<file path="src/rtl/morse_seq_if.sv">
// Control and LED bus of the Morse sequencer.
// The master side drives playback requests and the message.
// The slave side (the sequencer) returns LED levels and status.
interface morse_seq_if #(
    parameter int MSG_LEN = 9
);
    localparam int IDX_W = $clog2(MSG_LEN);

    logic                   i_start;
    logic                   i_stop;
    logic                   i_loop;
    logic [2:0]             i_color;
    logic [2*MSG_LEN-1:0]   i_msg;
    logic                   o_led_r;
    logic                   o_led_g;
    logic                   o_led_b;
    logic                   o_busy;
    logic                   o_done;
    logic [IDX_W-1:0]       o_sym_idx;

    modport master (
        output i_start, i_stop, i_loop, i_color, i_msg,
        input  o_led_r, o_led_g, o_led_b, o_busy, o_done, o_sym_idx
    );

    modport slave (
        input  i_start, i_stop, i_loop, i_color, i_msg,
        output o_led_r, o_led_g, o_led_b, o_busy, o_done, o_sym_idx
    );
endinterface

</file>
<file path="src/rtl/morse_seq.sv">
// Morse sequencer: plays a latched string of dit/dah/letter-gap symbols
// on an active-low RGB LED. Each symbol is a MARK phase (LED lit with the
// latched colour mask) followed by a SPACE phase (LED dark). Phase lengths
// are whole units of UNIT_CYCLES clocks. The END code is consumed by
// look-ahead so it never costs a cycle. All outputs come straight from flops.
module morse_seq #(
    parameter int UNIT_CYCLES = 1200000,
    parameter int MSG_LEN     = 9
) (
    input  logic        i_clk,
    input  logic        i_rst,
    morse_seq_if.slave  bus
);
    localparam int CNT_W = $clog2(UNIT_CYCLES);
    localparam int IDX_W = $clog2(MSG_LEN);
    localparam logic [CNT_W-1:0] UNIT_LAST = CNT_W'(UNIT_CYCLES - 1);
    localparam logic [IDX_W-1:0] IDX_LAST  = IDX_W'(MSG_LEN - 1);

    localparam logic [1:0] SYM_DIT = 2'b00;
    localparam logic [1:0] SYM_DAH = 2'b01;
    localparam logic [1:0] SYM_GAP = 2'b10;
    localparam logic [1:0] SYM_END = 2'b11;

    // Word gap is 7 units after the last mark; the last symbol's SPACE gives 1.
    localparam logic [2:0] WGAP_UNITS = 3'd6;

    typedef enum logic [1:0] {
        S_IDLE,
        S_MARK,
        S_SPACE,
        S_WGAP
    } state_t;

    state_t               state_q, state_n;
    logic [CNT_W-1:0]     unit_q, unit_n;     // cycles left in the current unit
    logic [2:0]           units_q, units_n;   // units left in the current phase, incl. current
    logic [IDX_W-1:0]     idx_q, idx_n;
    logic [2:0]           led_q, led_n;       // {b,g,r}, active low
    logic                 busy_q, busy_n;
    logic                 done_q, done_n;

    logic [2*MSG_LEN-1:0] msg_q;
    logic [2:0]           color_q;
    logic                 loop_q;
    logic                 latch;
    logic [2:0]           color_n;
    logic [IDX_W-1:0]     nxt_idx;
    logic [1:0]           nxt_code;

    // Symbol code at index i; out-of-range indices read as END.
    function automatic logic [1:0] sym_at(input logic [2*MSG_LEN-1:0] m,
                                          input logic [IDX_W-1:0] i);
        logic [1:0] s;
        s = SYM_END;
        for (int k = 0; k < MSG_LEN; k++) begin
            if (i == IDX_W'(k)) s = m[2*k +: 2];
        end
        return s;
    endfunction

    // A letter gap has no mark, so it opens directly in SPACE.
    function automatic state_t first_phase(input logic [1:0] code);
        return (code == SYM_GAP) ? S_SPACE : S_MARK;
    endfunction

    function automatic logic [2:0] first_units(input logic [1:0] code);
        logic [2:0] u;
        case (code)
            SYM_DAH: u = 3'd3;
            SYM_GAP: u = 3'd2;
            SYM_DIT: u = 3'd1;
            default: u = 3'd1;
        endcase
        return u;
    endfunction

    // Next-state, counter and output decode.
    always_comb begin
        state_n  = state_q;
        unit_n   = unit_q;
        units_n  = units_q;
        idx_n    = idx_q;
        done_n   = 1'b0;
        latch    = 1'b0;
        nxt_idx  = idx_q + 1'b1;
        nxt_code = sym_at(msg_q, nxt_idx);

        case (state_q)
            S_IDLE: begin
                if (bus.i_start && !bus.i_stop) begin
                    latch = 1'b1;
                    if (bus.i_msg[1:0] == SYM_END) begin
                        done_n = 1'b1;
                    end else begin
                        state_n = first_phase(bus.i_msg[1:0]);
                        units_n = first_units(bus.i_msg[1:0]);
                        unit_n  = UNIT_LAST;
                        idx_n   = '0;
                    end
                end
            end
            default: begin
                if (bus.i_stop) begin
                    state_n = S_IDLE;
                    unit_n  = '0;
                    units_n = '0;
                    idx_n   = '0;
                end else if (unit_q != '0) begin
                    unit_n = unit_q - 1'b1;
                end else if (units_q != 3'd1) begin
                    units_n = units_q - 1'b1;
                    unit_n  = UNIT_LAST;
                end else begin
                    unit_n = UNIT_LAST;
                    case (state_q)
                        S_MARK: begin
                            state_n = S_SPACE;
                            units_n = 3'd1;
                        end
                        S_SPACE: begin
                            if (idx_q == IDX_LAST || nxt_code == SYM_END) begin
                                idx_n = '0;
                                if (loop_q) begin
                                    state_n = S_WGAP;
                                    units_n = WGAP_UNITS;
                                end else begin
                                    state_n = S_IDLE;
                                    unit_n  = '0;
                                    units_n = '0;
                                    done_n  = 1'b1;
                                end
                            end else begin
                                state_n = first_phase(nxt_code);
                                units_n = first_units(nxt_code);
                                idx_n   = nxt_idx;
                            end
                        end
                        S_WGAP: begin
                            state_n = first_phase(sym_at(msg_q, '0));
                            units_n = first_units(sym_at(msg_q, '0));
                            idx_n   = '0;
                        end
                        default: ;
                    endcase
                end
            end
        endcase

        color_n = latch ? bus.i_color : color_q;
        led_n   = (state_n == S_MARK) ? ~color_n : 3'b111;
        busy_n  = (state_n != S_IDLE);
    end

    // Control state, counters and registered outputs.
    always_ff @(posedge i_clk or posedge i_rst) begin
        if (i_rst) begin
            state_q <= S_IDLE;
            unit_q  <= '0;
            units_q <= '0;
            idx_q   <= '0;
            led_q   <= 3'b111;
            busy_q  <= 1'b0;
            done_q  <= 1'b0;
        end else begin
            state_q <= state_n;
            unit_q  <= unit_n;
            units_q <= units_n;
            idx_q   <= idx_n;
            led_q   <= led_n;
            busy_q  <= busy_n;
            done_q  <= done_n;
        end
    end

    // Message, colour and loop mode are captured once, at start.
    always_ff @(posedge i_clk) begin
        if (latch) begin
            msg_q   <= bus.i_msg;
            color_q <= bus.i_color;
            loop_q  <= bus.i_loop;
        end
    end

    assign bus.o_led_r   = led_q[0];
    assign bus.o_led_g   = led_q[1];
    assign bus.o_led_b   = led_q[2];
    assign bus.o_busy    = busy_q;
    assign bus.o_done    = done_q;
    assign bus.o_sym_idx = idx_q;
endmodule

</file>
<file path="src/flat_wrapper.sv">
// flat-port wrapper written by rule: the top's interface ports become plain ports
module morse_seq_flat 
#(
    parameter int UNIT_CYCLES = 1200000,
    parameter int MSG_LEN     = 9
)
  (i_clk, i_rst, bus_i_start, bus_i_stop, bus_i_loop, bus_i_color, bus_i_msg, bus_o_led_r, bus_o_led_g, bus_o_led_b, bus_o_busy, bus_o_done, bus_o_sym_idx);
  morse_seq_if #(.MSG_LEN(MSG_LEN)) bus_i ();
  input  logic i_clk;
  input  logic i_rst;
  input wire logic [$bits(bus_i.i_start)-1:0] bus_i_start;
  input wire logic [$bits(bus_i.i_stop)-1:0] bus_i_stop;
  input wire logic [$bits(bus_i.i_loop)-1:0] bus_i_loop;
  input wire logic [$bits(bus_i.i_color)-1:0] bus_i_color;
  input wire logic [$bits(bus_i.i_msg)-1:0] bus_i_msg;
  output wire logic [$bits(bus_i.o_led_r)-1:0] bus_o_led_r;
  output wire logic [$bits(bus_i.o_led_g)-1:0] bus_o_led_g;
  output wire logic [$bits(bus_i.o_led_b)-1:0] bus_o_led_b;
  output wire logic [$bits(bus_i.o_busy)-1:0] bus_o_busy;
  output wire logic [$bits(bus_i.o_done)-1:0] bus_o_done;
  output wire logic [$bits(bus_i.o_sym_idx)-1:0] bus_o_sym_idx;
  assign bus_i.i_start = bus_i_start;
  assign bus_i.i_stop = bus_i_stop;
  assign bus_i.i_loop = bus_i_loop;
  assign bus_i.i_color = bus_i_color;
  assign bus_i.i_msg = bus_i_msg;
  assign bus_o_led_r = bus_i.o_led_r;
  assign bus_o_led_g = bus_i.o_led_g;
  assign bus_o_led_b = bus_i.o_led_b;
  assign bus_o_busy = bus_i.o_busy;
  assign bus_o_done = bus_i.o_done;
  assign bus_o_sym_idx = bus_i.o_sym_idx;
  morse_seq #(.UNIT_CYCLES(UNIT_CYCLES), .MSG_LEN(MSG_LEN)) u_core (.i_clk(i_clk), .i_rst(i_rst), .bus(bus_i));
endmodule
</file>
<file path="config.mk">
export PLATFORM = sky130hd
export DESIGN_NAME = morse_seq_flat
export DESIGN_NICKNAME = d
export VERILOG_FILES = /design/src/rtl/morse_seq_if.sv /design/src/rtl/morse_seq.sv /design/src/flat_wrapper.sv
export SDC_FILE = /design/constraint.sdc
export NUM_CORES = 1
export LEC_CHECK = 0
export ABC_AREA = 1
export CAP_MARGIN = 20
export CORE_ASPECT_RATIO = 0.6
export CORE_MARGIN = 4
export CORE_UTILIZATION = 29
export CTS_CLUSTER_DIAMETER = 30
export CTS_CLUSTER_SIZE = 16
export DETAILED_ROUTE_END_ITERATION = 12
export PLACE_DENSITY = 0.59
export SLEW_MARGIN = 30
export SYNTH_ARGS = -nofsm -noshare
export SYNTH_HDL_FRONTEND = slang
export SYNTH_SLANG_ARGS = --single-unit
export TNS_END_PERCENT = 1
</file>
<file path="constraint.sdc">
create_clock -name i_clk -period 2.8 [get_ports i_clk]
set_input_delay 0.28 -clock i_clk [delete_from_list [all_inputs] [get_ports i_clk]]
set_output_delay 0.28 -clock i_clk [all_outputs]
set_load 0.01 [all_outputs]
</file>
Word level (Yosys, flattened, before mapping)
Index checks and enable logic that the tools add are counted.
{"block": "op_classes", "mux": 68, "n_bitwise": 1, "n_addsub": 3, "n_eq_ne": 26, "reduce_logical": 12}
{"operator": "21-bit two-way mux", "n": 9}
{"operator": "2-bit two-way mux", "n": 25}
{"operator": "3-bit two-way mux", "n": 10}
{"operator": "4-bit two-way mux", "n": 7}
{"operator": "21-bit nonzero test", "n": 1}
{"operator": "21-bit by 1-bit subtractor with 21-bit output, second input constant", "n": 1}
{"operator": "4-bit by 3-bit equality test with 1-bit output, second input constant", "n": 4}
{"operator": "2-bit equality test, second input constant", "n": 7}
{"operator": "2-bit one-hot mux with 2 select lines", "n": 3}
{"operator": "1-bit two-way mux", "n": 11}
{"operator": "2-bit by 1-bit equality test with 1-bit output, second input constant", "n": 5}
{"operator": "3-bit one-hot mux with 3 select lines", "n": 1}
{"operator": "4-bit by 2-bit equality test with 1-bit output, second input constant", "n": 2}
{"operator": "4-bit equality test, second input constant", "n": 2}
{"operator": "4-bit one-hot mux with 2 select lines", "n": 1}
{"operator": "3-bit inequality test, second input constant", "n": 2}
{"operator": "2-bit one-hot mux with 3 select lines", "n": 1}
{"operator": "6-bit nonzero test", "n": 1}
{"operator": "5-bit AND reduction", "n": 1}
{"operator": "4-bit by 1-bit adder with 4-bit output, second input constant", "n": 1}
{"operator": "4-bit by 1-bit equality test with 1-bit output, second input constant", "n": 1}
{"operator": "4-bit logical NOT", "n": 1}
{"operator": "4-bit AND reduction", "n": 1}
{"operator": "4-bit nonzero test", "n": 1}
{"operator": "other kinds (11)", "n": 11}
{"block": "totals", "regBits": 57}

Longest topological paths before layout
{"block": "depth", "depth_word": 21, "ltp_mapped": 27, "ltp_nobuf": 27}

Worst setup path before layout
Ideal clock, no wire load.
{"block": "synth_path", "kind": "reg-to-reg", "from": "register u_core.idx_q[0], in the netlist u_core.bus.o_sym_idx[0]", "to": "register u_core.unit_q[0]", "path_slack_ns": 0.076, "synth_period_minus_slack_ns": 2.724, "stages_incl_launch_ff": 22, "n_path_buf": 1, "arrival_time_ns": 2.636, "path_cell_list": "dfrtp_1 > ha_1 > inv_1 > nand2_1 > nand2_1 > inv_1 > nor2_2 > nand2_1 > o21ai_0 > o21bai_1 > nand2_1 > nand2_1 > nand2_1 > ha_1 > inv_1 > nand2_1 > nand2_1 > nor2_1 > a21oi_2 > buf_6 > o21ai_0 > a22oi_1"}
{"block": "synth_between", "elab_chain_cells": 19, "elab_cells_between_ends": 28, "classes_between": "add/sub (1); eq/ne (10); mux (15); reduce/logical (2)"}
{"element": "from (decl)", "line_no": "morse_seq.sv:37", "rtl": "logic [IDX_W-1:0] idx_q, idx_n;"}
{"element": "from (signal assigned)", "line_no": "morse_seq.sv:168", "rtl": "idx_q <= idx_n;"}
{"element": "4-bit by 1-bit adder with 4-bit output", "line_no": "morse_seq.sv:85", "rtl": "nxt_idx = idx_q + 1'b1;"}
{"element": "4-bit logical NOT", "line_no": "morse_seq.sv:56", "rtl": "if (i == IDX_W'(k)) s = m[2*k +: 2];"}
{"element": "2-bit two-way mux (9 in a row)", "line_no": "morse_seq.sv:56"}
{"element": "2-bit equality test", "line_no": "morse_seq.sv:121", "rtl": "if (idx_q == IDX_LAST || nxt_code == SYM_END) begin"}
{"element": "1-bit logical OR *", "line_no": "morse_seq.sv:121"}
{"element": "21-bit two-way mux *", "line_no": "morse_seq.sv:121"}
{"element": "21-bit two-way mux *", "line_no": "morse_seq.sv:115", "rtl": "case (state_q)"}
{"element": "21-bit two-way mux *", "line_no": "morse_seq.sv:110", "rtl": "end else if (units_q != 3'd1) begin"}
{"element": "21-bit two-way mux *", "line_no": "morse_seq.sv:108", "rtl": "end else if (unit_q != '0) begin"}
{"element": "21-bit two-way mux *", "line_no": "morse_seq.sv:103", "rtl": "if (bus.i_stop) begin"}
{"element": "21-bit two-way mux *", "line_no": "morse_seq.sv:88", "rtl": "case (state_q)"}
{"element": "to (signal assigned)", "line_no": "morse_seq.sv:166", "rtl": "unit_q <= unit_n;"}
{"element": "to (decl)", "line_no": "morse_seq.sv:35", "rtl": "logic [CNT_W-1:0] unit_q, unit_n;"}
Every way passes the cells marked *; elsewhere a longest branch is shown, timed or not.
A chain may end at the register's enable or synchronous reset.

Worst setup path in the final report
{"block": "layout_path", "from": "register u_core.idx_q[1], in the netlist u_core.bus.o_sym_idx[1]", "to": "register u_core.unit_q[8]"}
Same word-level chain as after synthesis.

==> run metrics <==
status=finished, violations left; violated checks=setup timing; largest family of logic cells by synthesized area=simple AND/OR/NAND/NOR gates; TritonCTS clock tree=yes; routed wire length per instance=14.6 um; most frequent cells in the layout=nand2_1, inv_1, nor2_1; fin nets=497; Avg Inst Size Synth=8.54 um^2; HPWL after DPL=5920 um; Worst-Margin Slew=0.482 ns; Pwr Density=918 mW/mm^2; proportion of synthesized area in mux cells=0%; final slew viol count=0; Final period util=104%; worst hold path class=input port to asynchronous set/reset pin; simple-gate share of the synthesized area=24.1%; Setup WS post-layout=-0.114 ns; Fillers=1037; CP max FO=7; Via Count=2855; Ys Warns=0; sequential fraction of the synthesis area=45.9%; GRT Util Overall=12.9%; Die ar.=0.0132 mm^2; Setup CP Type=register to register; # hold bufs at CTS=0; metal2 WL=3630 um; CTS buffer count=9; slew margin rel.=67.9%; pre-CTS setup slack=-0.121 ns; grt ovf=0; clk buf depth=2; vias in the first global route=2670; sum of negative setup slack=-1.04 ns; Crit. End Element=register; Met3 Wirelength=452 um; DRT Wirelength=8730 um; Vias/cell=4.78; critical path required time=3.04 ns; Final Power=4150 uW; adder and majority gate portion of the synthesized area=6.85%; synthesized area=0.00329 mm^2; DIE WIDTH=145 um; Clock Latency Late Sink=0.33 ns; CP arrival=3.16 ns; final setup fails=17; Top Layer Used=met4; multi-input logic area=0.00172 mm^2; RSZ-0062 raised after global routing=true; share of cells above drive strength 1=24.0%; # diodes=0; gp weighted congestion=0.887; clock period minus worst slack=2.91 ns; CTS sink count=57; Core ar.=0.0108 mm^2; Post-Synthesis Cells=385; starting density of the core=30.4%; Synth cell types=40; DRC=0; Hold Fails Final Rpt=0; Metal-1 WL=4520 um; Worst setup SP type=register; syn nets=429; post-synthesis xor/xnor area fraction=4.26%; Max Cap Viol=0; Yosys reg bits=57; FF/Latch Area=0.00151 mm^2; worst-case clock skew=0.00552 ns; number of routed nets with antenna violations=0; first-pass GRT wire length=13600 um; Max Fclk=0.343 GHz; initial antenna violation count=0; commonest non-fill, non-tap cell in the layout=nand2_1; final core occ=41.8%; DIE HEIGHT=90.5 um; synthesis-to-finish area growth=37.5%; Lkg Pwr=0.00197 uW; largest net degree at the start of global routing=36; DRT iter0 DRCs=321; Ports=35; Buffers on Ports=34; Compound-Gate Fraction of Synth Area=11.3%; H-tree levels=3; final hold slack=0.373 ns; drt first pass iters=5; IR drop worst, VDD=0.394 mV; row cnt=29; clock-pin slew on the worst setup and hold paths=0.05 ns; CTS root buf=clkbuf_16
worst max-delay path, stage by stage, from the launching register on:
cell and delay [ns]:
dfrtp_1 0.37, buf_6 0.13, nand4_1 0.15, nand2_4 0.15, buf_6 0.13, nand3_4 0.07
nor2_2 0.10, nor2_1 0.04, nor2_1 0.15, nor2_1 0.08, o21bai_1 0.16, nand2_1 0.09
nand2_1 0.07, nand2_1 0.05, ha_2 0.17, inv_2 0.06, nand2_4 0.07, nand2_4 0.10
nor2_4 0.05, a21oi_4 0.23, clkbuf_16 0.20, nand2_1 0.07, a22oi_2 0.14
area by class of cell:
type	count	share of cell area, %
inverters	61	5.25
flip-flops and latches	57	33.4
clock inverters	3	0.857
multi-input cells	264	38.1
repair buffers	60	12.8
well taps	139	3.84
clock buffers	13	5.75
repair_timing:
item | in CTS | in global routing
endpoints found under the setup margin | 20 | 28
gates resized for setup | 11 | 58
gates cloned | 0 | 1
pin swaps | 2 | 33
buffers inserted | 1 | 8
through the flow:
step                      instances  instance area [um^2]
after floorplan                 385                  3290
after global placement          571                  3920
after detailed placement        571                  3920
after CTS                       588                  4260
after global routing            597                  4520
final                           597                  4520
Yosys cell counts, drive strengths merged:
master	instances	area share [%]
a21boi	1	0.23
a21oi	11	2.5
a22oi	12	2.7
a31oi	1	0.19
buf	1	0.34
clkbuf	2	0.23
clkinv	2	0.27
dfrtp	32	24
dfstp	3	2.4
dfxtp	3	1.8
edfxtp	19	17
ha	18	6.8
inv	59	6.7
nand2	78	9.5
nand3	28	4.6
nand4	9	2.2
nor2	47	5.9
nor3	4	0.95
nor4	1	0.38
o211ai	1	0.23
o21ai	30	4.6
o21bai	1	0.23
o221ai	1	0.27
o22ai	2	0.38
or2	3	0.65
xnor2	3	0.80
xor2	13	3.5
final timing paths:
check | from | to | slack (ns) | cells past startpoint
setup reg to reg | u_core.bus.o_sym_idx[1] | u_core.unit_q[8] | -0.11 | 22
hold reg to reg | u_core.color_q[2] | u_core.color_q[2] | 0.46 | 2
max in group asynchronous | i_rst | u_core.led_q[1] | 2.05 | 3
setup / recovery | u_core.bus.o_sym_idx[1] | u_core.unit_q[8] | -0.11 | 22
min in group i_clk | u_core.color_q[2] | u_core.color_q[2] | 0.46 | 2
hold / removal | i_rst | u_core.unit_q[5] | 0.37 | 3
power by group:
group | internal [uW] | total [uW] | switching, uW
combinational | 701 | 1810 | 1110
clock | 732 | 1100 | 367
sequential | 1100 | 1250 | 142
total | 2540 | 4150 | 1620
flip-flops by register name, indices dropped and copies added (netlist names):
signal / count
u_core.color_q: 3
u_core.bus.o_sym_idx: 4
u_core.bus.o_busy: 1
u_core.unit_q: 21
u_core.msg_q: 18
u_core.state_q: 2
u_core.units_q: 3
u_core.loop_q: 1
u_core.bus.o_done: 1
u_core.led_q: 3
per-layer routing:
metal / track usage (%) / up-vias
li1: - / 1401
met1: 19.5 / 1352
met2: 17.2 / 87
met3: 3.86 / 15
met4: 4.03 / 0
met5: 0 / -
cells by family after synthesis:
group,Yosys count
flip-flops,57
buffers and inverters,64
AND/OR/NAND/NOR,170
adder cells (fa/ha/maj),18
AO/OA/AOI/OAI,60
XOR/XNOR,16
Note: power is estimated with default switching activity, not from simulation.
